File: src/rtl/icache_refill_pkg.sv
// icache_pkg: shared state encoding, line geometry and address helpers for the icache refill controller
package icache_pkg;
    localparam int ADDR_W = 32;
    localparam int WORD_W = 32;
    localparam int LINE_WORDS = 4;
    localparam int LINE_W = LINE_WORDS * WORD_W;
    localparam int OFFSET_LSB = 2;
    localparam int OFFSET_W = 2;
    localparam logic [ADDR_W-1:0] LINE_MASK = {{(ADDR_W-OFFSET_LSB-OFFSET_W){1'b1}}, {(OFFSET_LSB+OFFSET_W){1'b0}}};
    typedef enum logic [1:0] {IDLE, FETCH, FILL} state_t;
    function automatic logic [ADDR_W-1:0] word_addr(input logic [ADDR_W-1:0] base, input logic [OFFSET_W-1:0] idx);
        return base + ADDR_W'({idx, {OFFSET_LSB{1'b0}}});
    endfunction
endpackage

File: src/rtl/icache_refill_if.sv
// icache_refill_if: miss, memory and fill signals of the refill controller; ICACHE_REFILL_CWF_EN adds crit_valid/crit_word
interface icache_refill_if;
    import icache_pkg::*;
    logic miss;
    logic [ADDR_W-1:0] miss_addr;
    logic mem_req;
    logic [ADDR_W-1:0] mem_addr;
    logic mem_ack;
    logic [WORD_W-1:0] mem_rdata;
    logic fill_valid;
    logic [LINE_W-1:0] fill_line;
    logic [ADDR_W-1:0] fill_addr;
    logic busy;
`ifdef ICACHE_REFILL_CWF_EN
    logic crit_valid;
    logic [WORD_W-1:0] crit_word;
    modport master (
        input miss, miss_addr, mem_ack, mem_rdata,
        output mem_req, mem_addr, fill_valid, fill_line, fill_addr, busy, crit_valid, crit_word
    );
    modport slave (
        output miss, miss_addr, mem_ack, mem_rdata,
        input mem_req, mem_addr, fill_valid, fill_line, fill_addr, busy, crit_valid, crit_word
    );
`else
    modport master (
        input miss, miss_addr, mem_ack, mem_rdata,
        output mem_req, mem_addr, fill_valid, fill_line, fill_addr, busy
    );
    modport slave (
        output miss, miss_addr, mem_ack, mem_rdata,
        input mem_req, mem_addr, fill_valid, fill_line, fill_addr, busy
    );
`endif
endinterface

File: src/rtl/icache_line_asm.sv
// icache_line_asm: four-slot word register that assembles a cache line, cleared on reset
module icache_line_asm
    import icache_pkg::*;
(
    input  logic clk,
    input  logic rst_n,
    input  logic we,
    input  logic [OFFSET_W-1:0] idx,
    input  logic [WORD_W-1:0] wdata,
    output logic [LINE_WORDS-1:0][WORD_W-1:0] line_nxt
);
    logic [LINE_WORDS-1:0][WORD_W-1:0] slot;
    // next line contents, including the word being written this cycle
    always_comb begin
        line_nxt = slot;
        if (we) line_nxt[idx] = wdata;
    end
    // slot storage
    always_ff @(posedge clk or negedge rst_n) begin
        if (!rst_n) slot <= '0;
        else slot <= line_nxt;
    end
endmodule

File: src/rtl/icache_refill.sv
// icache_refill: fetches a 4-word line on a cache miss and strobes it into the cache; ICACHE_REFILL_CWF_EN selects critical-word-first
module icache_refill
    import icache_pkg::*;
(
    input logic clk,
    input logic rst_n,
    icache_refill_if.master bus
);
    state_t state;
    logic [OFFSET_W-1:0] k;
    logic [OFFSET_W-1:0] start;
    logic [OFFSET_W-1:0] idx;
    logic [OFFSET_W-1:0] first;
    logic [ADDR_W-1:0] base;
    logic [LINE_W-1:0] line_nxt;
    logic take;
`ifdef ICACHE_REFILL_CWF_EN
    assign first = bus.miss_addr[OFFSET_LSB +: OFFSET_W];
`else
    assign first = '0;
`endif
    assign idx = start + k;
    assign take = state == FETCH && bus.mem_req && bus.mem_ack;
    icache_line_asm u_asm (
        .clk(clk),
        .rst_n(rst_n),
        .we(take),
        .idx(idx),
        .wdata(bus.mem_rdata),
        .line_nxt(line_nxt)
    );
    // refill FSM; the first FETCH cycle only raises mem_req, giving the fixed 5-cycle zero-wait latency
    always_ff @(posedge clk or negedge rst_n) begin
        if (!rst_n) begin
            state <= IDLE;
            k <= '0;
            start <= '0;
            base <= '0;
            bus.mem_req <= 1'b0;
            bus.mem_addr <= '0;
            bus.fill_valid <= 1'b0;
            bus.fill_line <= '0;
            bus.fill_addr <= '0;
            bus.busy <= 1'b0;
`ifdef ICACHE_REFILL_CWF_EN
            bus.crit_valid <= 1'b0;
            bus.crit_word <= '0;
`endif
        end else begin
            bus.fill_valid <= 1'b0;
`ifdef ICACHE_REFILL_CWF_EN
            bus.crit_valid <= 1'b0;
`endif
            case (state)
                IDLE: if (bus.miss) begin
                    base <= bus.miss_addr & LINE_MASK;
                    start <= first;
                    k <= '0;
                    bus.mem_addr <= word_addr(bus.miss_addr & LINE_MASK, first);
                    bus.busy <= 1'b1;
                    state <= FETCH;
                end
                FETCH: if (!bus.mem_req) begin
                    bus.mem_req <= 1'b1;
                end else if (bus.mem_ack) begin
                    k <= k + 2'd1;
`ifdef ICACHE_REFILL_CWF_EN
                    if (k == '0) begin
                        bus.crit_valid <= 1'b1;
                        bus.crit_word <= bus.mem_rdata;
                    end
`endif
                    if (k == OFFSET_W'(LINE_WORDS - 1)) begin
                        bus.mem_req <= 1'b0;
                        bus.fill_valid <= 1'b1;
                        bus.fill_line <= line_nxt;
                        bus.fill_addr <= base;
                        state <= FILL;
                    end else begin
                        bus.mem_addr <= word_addr(base, idx + 2'd1);
                    end
                end
                FILL: begin
                    bus.busy <= 1'b0;
                    state <= IDLE;
                end
                default: state <= IDLE;
            endcase
        end
    end
endmodule

File: src/flat_wrapper.sv
// flat-port wrapper written by rule: the top's interface ports become plain ports
module icache_refill_flat import icache_pkg::*;
  (clk, rst_n, bus_miss, bus_miss_addr, bus_mem_ack, bus_mem_rdata, bus_mem_req, bus_mem_addr, bus_fill_valid, bus_fill_line, bus_fill_addr, bus_busy);
  icache_refill_if bus_i ();
  input logic clk;
  input logic rst_n;
  input wire logic [$bits(bus_i.miss)-1:0] bus_miss;
  input wire logic [$bits(bus_i.miss_addr)-1:0] bus_miss_addr;
  input wire logic [$bits(bus_i.mem_ack)-1:0] bus_mem_ack;
  input wire logic [$bits(bus_i.mem_rdata)-1:0] bus_mem_rdata;
  output wire logic [$bits(bus_i.mem_req)-1:0] bus_mem_req;
  output wire logic [$bits(bus_i.mem_addr)-1:0] bus_mem_addr;
  output wire logic [$bits(bus_i.fill_valid)-1:0] bus_fill_valid;
  output wire logic [$bits(bus_i.fill_line)-1:0] bus_fill_line;
  output wire logic [$bits(bus_i.fill_addr)-1:0] bus_fill_addr;
  output wire logic [$bits(bus_i.busy)-1:0] bus_busy;
  assign bus_i.miss = bus_miss;
  assign bus_i.miss_addr = bus_miss_addr;
  assign bus_i.mem_ack = bus_mem_ack;
  assign bus_i.mem_rdata = bus_mem_rdata;
  assign bus_mem_req = bus_i.mem_req;
  assign bus_mem_addr = bus_i.mem_addr;
  assign bus_fill_valid = bus_i.fill_valid;
  assign bus_fill_line = bus_i.fill_line;
  assign bus_fill_addr = bus_i.fill_addr;
  assign bus_busy = bus_i.busy;
  icache_refill u_core (.clk(clk), .rst_n(rst_n), .bus(bus_i));
endmodule
File: config.mk
export PLATFORM = sky130hd
export DESIGN_NAME = icache_refill_flat
export DESIGN_NICKNAME = d
export VERILOG_FILES = /design/src/rtl/icache_refill_pkg.sv /design/src/rtl/icache_refill_if.sv /design/src/rtl/icache_line_asm.sv /design/src/rtl/icache_refill.sv /design/src/flat_wrapper.sv
export SDC_FILE = /design/constraint.sdc
export NUM_CORES = 1
export LEC_CHECK = 0
export CAP_MARGIN = 20
export CORE_MARGIN = 5
export CORE_UTILIZATION = 45
export CTS_BUF_LIST = sky130_fd_sc_hd__clkbuf_2
export CTS_CLUSTER_DIAMETER = 40
export DETAILED_ROUTE_END_ITERATION = 10
export DONT_BUFFER_PORTS = 1
export SLEW_MARGIN = 20
export SYNTH_ARGS = -nofsm -noshare
export SYNTH_HDL_FRONTEND = slang
export SYNTH_SLANG_ARGS = --single-unit
export TNS_END_PERCENT = 30
File: constraint.sdc
create_clock -name clk -period 2.2 [get_ports clk]
set_input_delay 0.44 -clock clk [delete_from_list [all_inputs] [get_ports clk]]
set_output_delay 0.44 -clock clk [all_outputs]
set_load 0.01 [all_outputs]
# [Word level (Yosys, flattened, before mapping)]
# Cells that the tools add are included.
[word_totals] register_bits=351 latch_bits=0 ram_bits=0 rom_bits=0 in_bits=68 out_inout_bits=195 elab_cells=64 n_memories=0
[op_classes] addsub=2 mul=0 div_mod_pow=0 magnitude_cmp=2 eq_ne=8 n_shift=0 mux=27 bitwise_logic=0 n_reduce_logical=12
[ops] operator="$mux W32" n=5
[ops] operator="$bwmux W128" n=1
[ops] operator="$mux W128" n=1
[ops] operator="$demux W32 S2" n=1
[ops] operator="$pmux W32 S2" n=1
[ops] operator="$add A32 B4 Y32" n=1
[ops] operator="$mux W2" n=7
[ops] operator="$reduce_and A4 Y1" n=3
[ops] operator="$mux W1" n=8
[ops] operator="$ne A2 B2 Y1 const B" n=4
[ops] operator="$pmux W2 S2" n=2
[ops] operator="$reduce_and A5 Y1" n=1
[ops] operator="$eq A2 B2 Y1 const B" n=2
[ops] operator="$reduce_and A2 Y1" n=2
[ops] operator="$reduce_bool A2 Y1" n=2
[ops] operator="$logic_and A1 B1 Y1" n=3
[ops] operator="$lt A2 B3 Y1 const B" n=1
[ops] operator="$add A2 B1 Y2 const B" n=1
[ops] operator="$eq A2 B1 Y1 const B" n=1
[ops] operator="$ge A2 B1 Y1 const B" n=1
[ops] operator="$logic_not A2 Y1" n=1
[ops] operator="$ne A2 B1 Y1 const B" n=1
[ops] operator="$pmux W1 S2" n=1

# [Depth between registers and ports, before layout]
# Gate-level depths: netlist of the first run.
[logic_depth] depth_word=6 ltp_mapped=9 depth_no_buf=4

# [Cells and area by module]
# Synthesis of the first run repeated with hierarchy kept, for this count alone.
[hier_totals] cells_unflattened=798 area_unflattened_um2=13442.9
[modules_own_cells] mod="icache_refill" n_inst=1 cells_each=526 area_per_inst_um2=8698.3 seq_area_each_um2=5530.3
[modules_own_cells] mod="icache_line_asm" n_inst=1 cells_each=272 area_per_inst_um2=4744.6 seq_area_each_um2=3203.1

# [Worst setup path before layout of the first run]
# No wires, ideal clock.
[synth_timing] kind="reg-to-reg" startpoint="register u_core.k[0]" endpoint="register u_core.bus.mem_addr[11]" setup_time_ns=0.125 arrival_ns=1.817 required_time_ns=2.075 path_slack_ns=0.259 stages_incl_launch_ff=7 path_buffers=2 period_less_slack_ns=1.941 cell_sequence="dfrtp_1 ha_1 buf_2 nand4b_4 a21oi_4 buf_4 mux2_2"
[synth_between] elab_chain_cells=6 elab_cells_between_ends=9 cone_classes="add/sub (2); eq/ne (2); mux (4); reduce/logical (1)"
[synth_rtl] element="start, declared" line="icache_refill.sv:10" rtl="logic [OFFSET_W-1:0] k;"
[synth_rtl] element="start signal, assigned" line="icache_refill.sv:66" rtl="k <= k + 2'd1;"
[synth_rtl] element="$add A2 B1 Y2"
[synth_rtl] element="$add A32 B4 Y32" line="icache_refill_pkg.sv:12" rtl="return base + ADDR_W'({idx, {OFFSET_LSB{1'b0}}});"
[synth_rtl] element="$mux W32" line="icache_refill.sv:73" rtl="if (k == OFFSET_W'(LINE_WORDS - 1)) begin"
[synth_rtl] element="$mux W32" line="icache_refill.sv:65" rtl="end else if (bus.mem_ack) begin"
[synth_rtl] element="$mux W32" line="icache_refill.sv:63" rtl="FETCH: if (!bus.mem_req) begin"
[synth_rtl] element="$pmux W32 S2" line="icache_refill.sv:54" rtl="case (state)"
[synth_rtl] element="end signal, assigned" line="icache_refill.sv:59" rtl="bus.mem_addr <= word_addr(bus.miss_addr & LINE_MASK, first);"
[synth_rtl] element="end signal, assigned" line="icache_refill.sv:80" rtl="bus.mem_addr <= word_addr(base, idx + 2'd1);"
[synth_rtl] element="end, declared" line="icache_refill_if.sv:28" rtl="output mem_req, mem_addr, fill_valid, fill_line, fill_addr, busy"
# Parallel ways exist; a longest one is shown, timed or not. The select of a mux whose other input is x is not followed.
# A chain may end at the register's enable or synchronous reset.

# [Final worst setup path of the first run]
[layout_timing] startpoint="register u_core.k[0]" endpoint="register u_core.bus.mem_addr[6]"
# Same word-level chain as after synthesis.

==> impl_metrics.toml, run 1 <==
[yosys]
synth_ff_type = "dfrtp_1"
netlist_top_cells_count = "dfrtp_1 (318), mux2_2 (241), a21oi_1 (195), mux2i_1 (97), clkbuf_1 (27)"
synth_cell_types = 28
synth_top_area_share_pct = 59.5
ys_warn_count = 0
netlist_area_sq_um = 13400
synth_edf_count = 0
seq_area_frac_synth_pct = 59.5
synthCells = 965
synth_top_cell_by_area = "dfrtp_1"
synth_area_per_cell_sq_um = 13.9
async_flop_share_pct = 100
synth_most_common_cell = "dfrtp_1"
ys_ff_latch = 318
ys_top_cells_by_area = "dfrtp_1 (60%), mux2_2 (20%), a21oi_1 (7.3%), mux2i_1 (7.3%), buf_6 (1.1%)"

[routing]
drt.antenna.violating_nets = 0
drc_errors = 0
wire_per_inst_um = 21.3
firstDrtPassIters = 6
first_iter_violations = 502
viasPerCell = 5.38
drt-total-wl_um = 32500
num_vias = 8204

[global_route]
grt_pass1_wl_um = 52000
grt_overflow = 0
grt_pass1_vias = 8903
grt_max_degree = 319
grt_util_all_layers_pct = 19.6
antenna_found_initial = 2

[cts]
post_cts_resized = 0
hold_buffers = 62
clkTransAtPathRegs_ps = 90
htree_levels = 3
clk_latency_ps = 870
root_buffer = "clkbuf_2"
clockBufferDepth = 3
cts_tree = "done"
clkSinkCount = 318
numCtsBuffers = 85

[floorplanning]
pin_count = 263
start_util_pct = 45.3
row_count = 63
die_height_um = 182
die_w_um = 182
die_area_sq_um = 33200
core_area_sq_um = 29500

[status]
violations = "hold timing"
outcome = "complete, but fails checks"

[sta]
setup_viol = 0
max_freq_ghz = 0.537
max_slew_margin_pct = 63.1
timing_max_transition_violations_final = 0
hold_ws_ps = -706
finalHoldViolations = 318
fin_crit_sh_pct = 84.6
fin_skew_ps = 81.6
period_needed_ps = 1860
worst_pin_slew_ps = 554
rsz0062_at_grt = "no"
tns_ps = 0

[place]
place_hpwl_um = 19100
portBuffers = 0
placed_cell_area_sq_um = 13700
gp_congestion = 0.748

[finish]
design_area_sq_um = 15100
drive_gt1_share_pct = 36.8
final_nets = 1140
synthToLayoutAreaGrowth_pct = 13.1

[power_and_ir_drop]
p_per_area_nw_per_um2 = 1560
leakagePower_uw = 0.00666
peakVddDrop_uv = 729

[worst_setup_path]
path_class = "flop to flop"
required_ps = 2870
start_kind = "flop"
critPathTopFamily = "flip-flops"
cp.buffers_inverters = 1
path_cells = "ha_4 > nand4b_4 > a21oi_4 > buf_12 > mux2_2"
slowest_delay_ps = 480
cp-end-kind = "flop"
critPathArrivalTime_ps = 2540
cp_max_fo = 28
cpMaxStageDelayCell = "dfrtp_1"

[run]
cap_violations = 0

[hold_path]
hp-class = "input port to async pin"
==> per-layer routing <==
layer | vias to the layer above | global-route usage (%) | part of all wire (%)
met5 | - | 0 | 0.040
met4 | 2 | 7.42 | 2.1
met3 | 46 | 7.69 | 8.7
met2 | 252 | 30.1 | 47
met1 | 4171 | 25.3 | 42
li1 | 3733 | - | -
==> path summary, 6_finish.rpt <==
check                                     start                   endpoint  slack (ps)  cells past startpoint
worst min register to register  u_core.base[24]   u_core.bus.fill_addr[24]         510                      1
worst max register to register      u_core.k[0]     u_core.bus.mem_addr[6]         340                      5
worst min-delay path                      rst_n  u_core.bus.fill_line[106]        -710                      0
min in group clk                    bus_mem_ack   u_core.bus.fill_line[71]         130                      3
worst max-delay path                u_core.k[0]     u_core.bus.mem_addr[6]         340                      5
max in group asynchronous                 rst_n      u_core.u_asm.slot[26]        2400                      0
==> registers in the layout, summed over array words and instances, names as in the netlist, 2 cells and up <==
name,cells
u_core.bus.fill_line,128
u_core.bus.fill_addr,28
u_core.state,2
u_core.base,28
u_core.bus.mem_addr,30
u_core.u_asm.slot,97
u_core.k,2
==> through the flow <==
| step | utilization (%) | hold slack, ps | setup slack [ps] | power [uW] | instances |
|---|---|---|---|---|---|
| floorplan | - | 144 | 259 | 17500 | 970 |
| global placement | 46.6 | 158 | 364 | 19500 | 1308 |
| detailed placement | 46.6 | 154 | 343 | 19700 | 1308 |
| CTS | 51.3 | -866 | 279 | 24000 | 1522 |
| global route | 51.3 | -830 | 248 | 25400 | 1524 |
| finish | 51.3 | -706 | 338 | 23600 | 1524 |
==> logic make-up (layout without fill, tap and decap cells) <==
group           after synthesis  in the layout  synth area share (%)
compound gates              205            205                  8.01
other cells                   1              8                0.0281
simple gates                 14             14                 0.683
fa+ha+maj                     5              5                 0.468
flops                       318            318                  59.5
buf+inv                      84            246                  3.70
mux                         338            338                  27.6
==> repair_timing <==
item                                    4_1_cts  5_1_grt
setup buffers                                 0        0
endpoints found under the setup margin        0        0
endpoints found under the hold margin       604      318
==> cell type report <==
cell class                      instances  area [sq um]
Fill cell                            2647         14400
Timing Repair Buffer                   88           928
Tap cell                              390           488
Inverter                                6          23.8
Antenna cell                            2          5.00
Clock inverter                         25           113
Sequential cell                       318          7960
Clock buffer                          127           636
Multi-Input combinational cell        568          4970
==> power by group <==
part | switching (uW) | total (uW) | internal, uW
registers | 2990 | 11800 | 8830
clock network | 2410 | 3960 | 1550
logic | 3580 | 7830 | 4250
total | 8980 | 23600 | 14600
==> layout by cell type (no fill, tap or decap), types with 5 or more instances in the layout <==
master,synthesis,layout
a21oi_1,195,195
buf_12,0,9
buf_4,14,17
clkbuf_2,0,127
clkinv_1,0,15
clkinv_2,0,5
conb_1,1,6
dfrtp_1,318,318
dlygate4sd3_1,0,62
inv_1,5,5
mux2_2,241,241
mux2i_1,97,97
Power figures use the tool's default switching activity.
==> run 2, diff against run 1 <==
==> constraint.sdc (replaced) <==
create_clock -name clk -period 1.6 [get_ports clk]
set_input_delay 0.32 -clock clk [delete_from_list [all_inputs] [get_ports clk]]
set_output_delay 0.32 -clock clk [all_outputs]
set_load 0.01 [all_outputs]
==> run 2 against run 1 <==
  * Final cell count grew 3.2%
  * Count of clock-buffer cells in the layout shrank 2
  * Total power grew 56%
  * The flow finishes with violations (hold timing, setup timing)
  * Via count grew 3.9%
  * Utilization up 5.3 points
==> impl_metrics.toml, run 2 (synthesis results as in run 1) <==
[sta]
period_needed_ps = 1690
worst_pin_slew_ps = 972
fin_crit_sh_pct = 106
max_slew_margin_pct = 35.2
rsz0062_at_grt = "yes"
finalHoldViolations = 318
timing_max_transition_violations_final = 0
fin_skew_ps = 93.4
setup_viol = 213
fin_ws_ps = -93.4
hold_ws_ps = -835
max_freq_ghz = 0.591

[status]
violations = "hold timing, setup timing"
outcome = "complete, but fails checks"

[global_route]
grt_pass1_vias = 9016
grt_pass1_wl_um = 52200
grt_util_all_layers_pct = 19.6
grt_max_degree = 319
grt_overflow = 0
antenna_found_initial = 3

[place]
place_hpwl_um = 19400
portBuffers = 0
dp.cells = 1328
gp_congestion = 0.750

[worst_setup_path]
path_cells = "ha_4 > nand4b_4 > a21oi_4 > buf_4 > buf_12 > mux2_4"
cp-end-kind = "flop"
critPathArrivalTime_ps = 2380
cpMaxStageDelayCell = "dfrtp_1"
start_kind = "flop"
cp.buffers_inverters = 2
critPathTopFamily = "flip-flops"
required_ps = 2290
cp_max_fo = 8
path_class = "flop to flop"
slowest_delay_ps = 430

[cts]
clockBufferDepth = 3
clk_latency_ps = 880
root_buffer = "clkbuf_2"
hold_buffers = 62
htree_levels = 3
cts_tree = "done"
clkSinkCount = 318
clkTransAtPathRegs_ps = 100
numCtsBuffers = 85

[finish]
utilization_pct = 56.6
layout_commonest_cell = "dfrtp_1"
final_cell_mix = "dfrtp_1 (286), a21oi_1 (192), mux2_2 (144), clkbuf_2 (125), mux2_4 (97)"
synthToLayoutAreaGrowth_pct = 24.8
final_nets = 1200
largest_reg_flops = 128
largest_register = "u_core.bus.fill_line"
largestRegisters = "u_core.bus.fill_line: 128 flops, u_core.u_asm.slot: 97 flops, u_core.bus.mem_addr: 30 flops"
final_cells = 1573
drive_gt1_share_pct = 43.4

[floorplanning]
die_area_sq_um = 33200
row_count = 63
pin_count = 263
die_height_um = 182
die_w_um = 182
core_area_sq_um = 29500
start_util_pct = 45.3

[routing]
wire_per_inst_um = 23.1
viasPerCell = 5.42
drc_errors = 0
first_iter_violations = 440
num_vias = 8520
drt.antenna.violating_nets = 0
firstDrtPassIters = 4
drt-total-wl_um = 36400

[hold_path]
hp-class = "input port to async pin"

[power_and_ir_drop]
leakagePower_uw = 0.00758
p_per_area_nw_per_um2 = 2210
p_total_uw = 36800
peakVddDrop_uv = 1030

[run]
cap_violations = 0
[run 2: cell types whose count changed in the layout (fill, tap and decap cells not counted), sizes merged]
cell      before  now
and4b          1    2
clkinv        22   12
buf           26   66
inv            8    6
bufinv         0    1
nand2          6    7
clkinvlp       1    3
clkbuf       127  143
[run 2: area by class of cell]
class	count	area, sq um
Multi-Input combinational cell	570	5470
Tap cell	390	488
Clock buffer	125	626
Inverter	6	38.8
Fill cell	2464	12800
Sequential cell	318	8000
Clock inverter	16	101
Antenna cell	2	5.00
Timing Repair Buffer	146	1950
[run 2: report_power, final]
group	switching [uW]	leakage (uW)	internal, uW	total (uW)
Combinational	6120	0.00332	8760	14900
Sequential	4190	0.00370	12200	16400
Clock	3300	0.000567	2220	5520
Total	13600	0.00758	23200	36800
[run 2: worst reg2reg max path, delay by kind of cell (launching register included)]
family,cells,cell delay (ps)
flops,1,430
mux,1,300
buf+inv,2,280
compound gates,1,190
fa+ha+maj,1,180
simple gates,1,180
[run 2: what timing repair did]
| item | in CTS | in global routing |
|---|---|---|
| endpoints found under the setup margin | 252 | 487 |
| gates resized for setup | 31 | 159 |
| gates cloned | 1 | 21 |
| pin swaps | 2 | 22 |
| hold endpoints to repair | 604 | 318 |
| buffers inserted | 5 | 15 |
[run 2: path summary, 6_finish.rpt]
check | start | slack, ps | to | depth (start not counted)
max | u_core.k[1] | -90 | u_core.bus.mem_addr[23] | 6
max reg2reg | u_core.k[1] | -90 | u_core.bus.mem_addr[23] | 6
min reg2reg | u_core.u_asm.slot[46] | 510 | u_core.u_asm.slot[46] | 1
min in group clk | bus_miss_addr[17] | 180 | u_core.base[17] | 2
min | rst_n | -840 | u_core.bus.fill_line[68] | 0
max in group asynchronous | rst_n | 1510 | u_core.bus.fill_line[127] | 0
[run 2: layer usage]
metal	track usage (%)	wire [um]
met5	0	12
met4	6.72	718
met3	8.69	3360
met2	29.7	16700
met1	25.1	15600
[run 2: stage by stage]
stage,area [sq um],setup TNS (ps),setup slack [ps]
2_1_floorplan,13400,-11870,-242
5_1_grt,16700,-33000,-181
6_report,16700,-5810,-93.4
3_3_place_gp,14000,-1830,-64.4
4_1_cts,15500,-28320,-180
3_5_place_dp,14000,-2270,-89.7
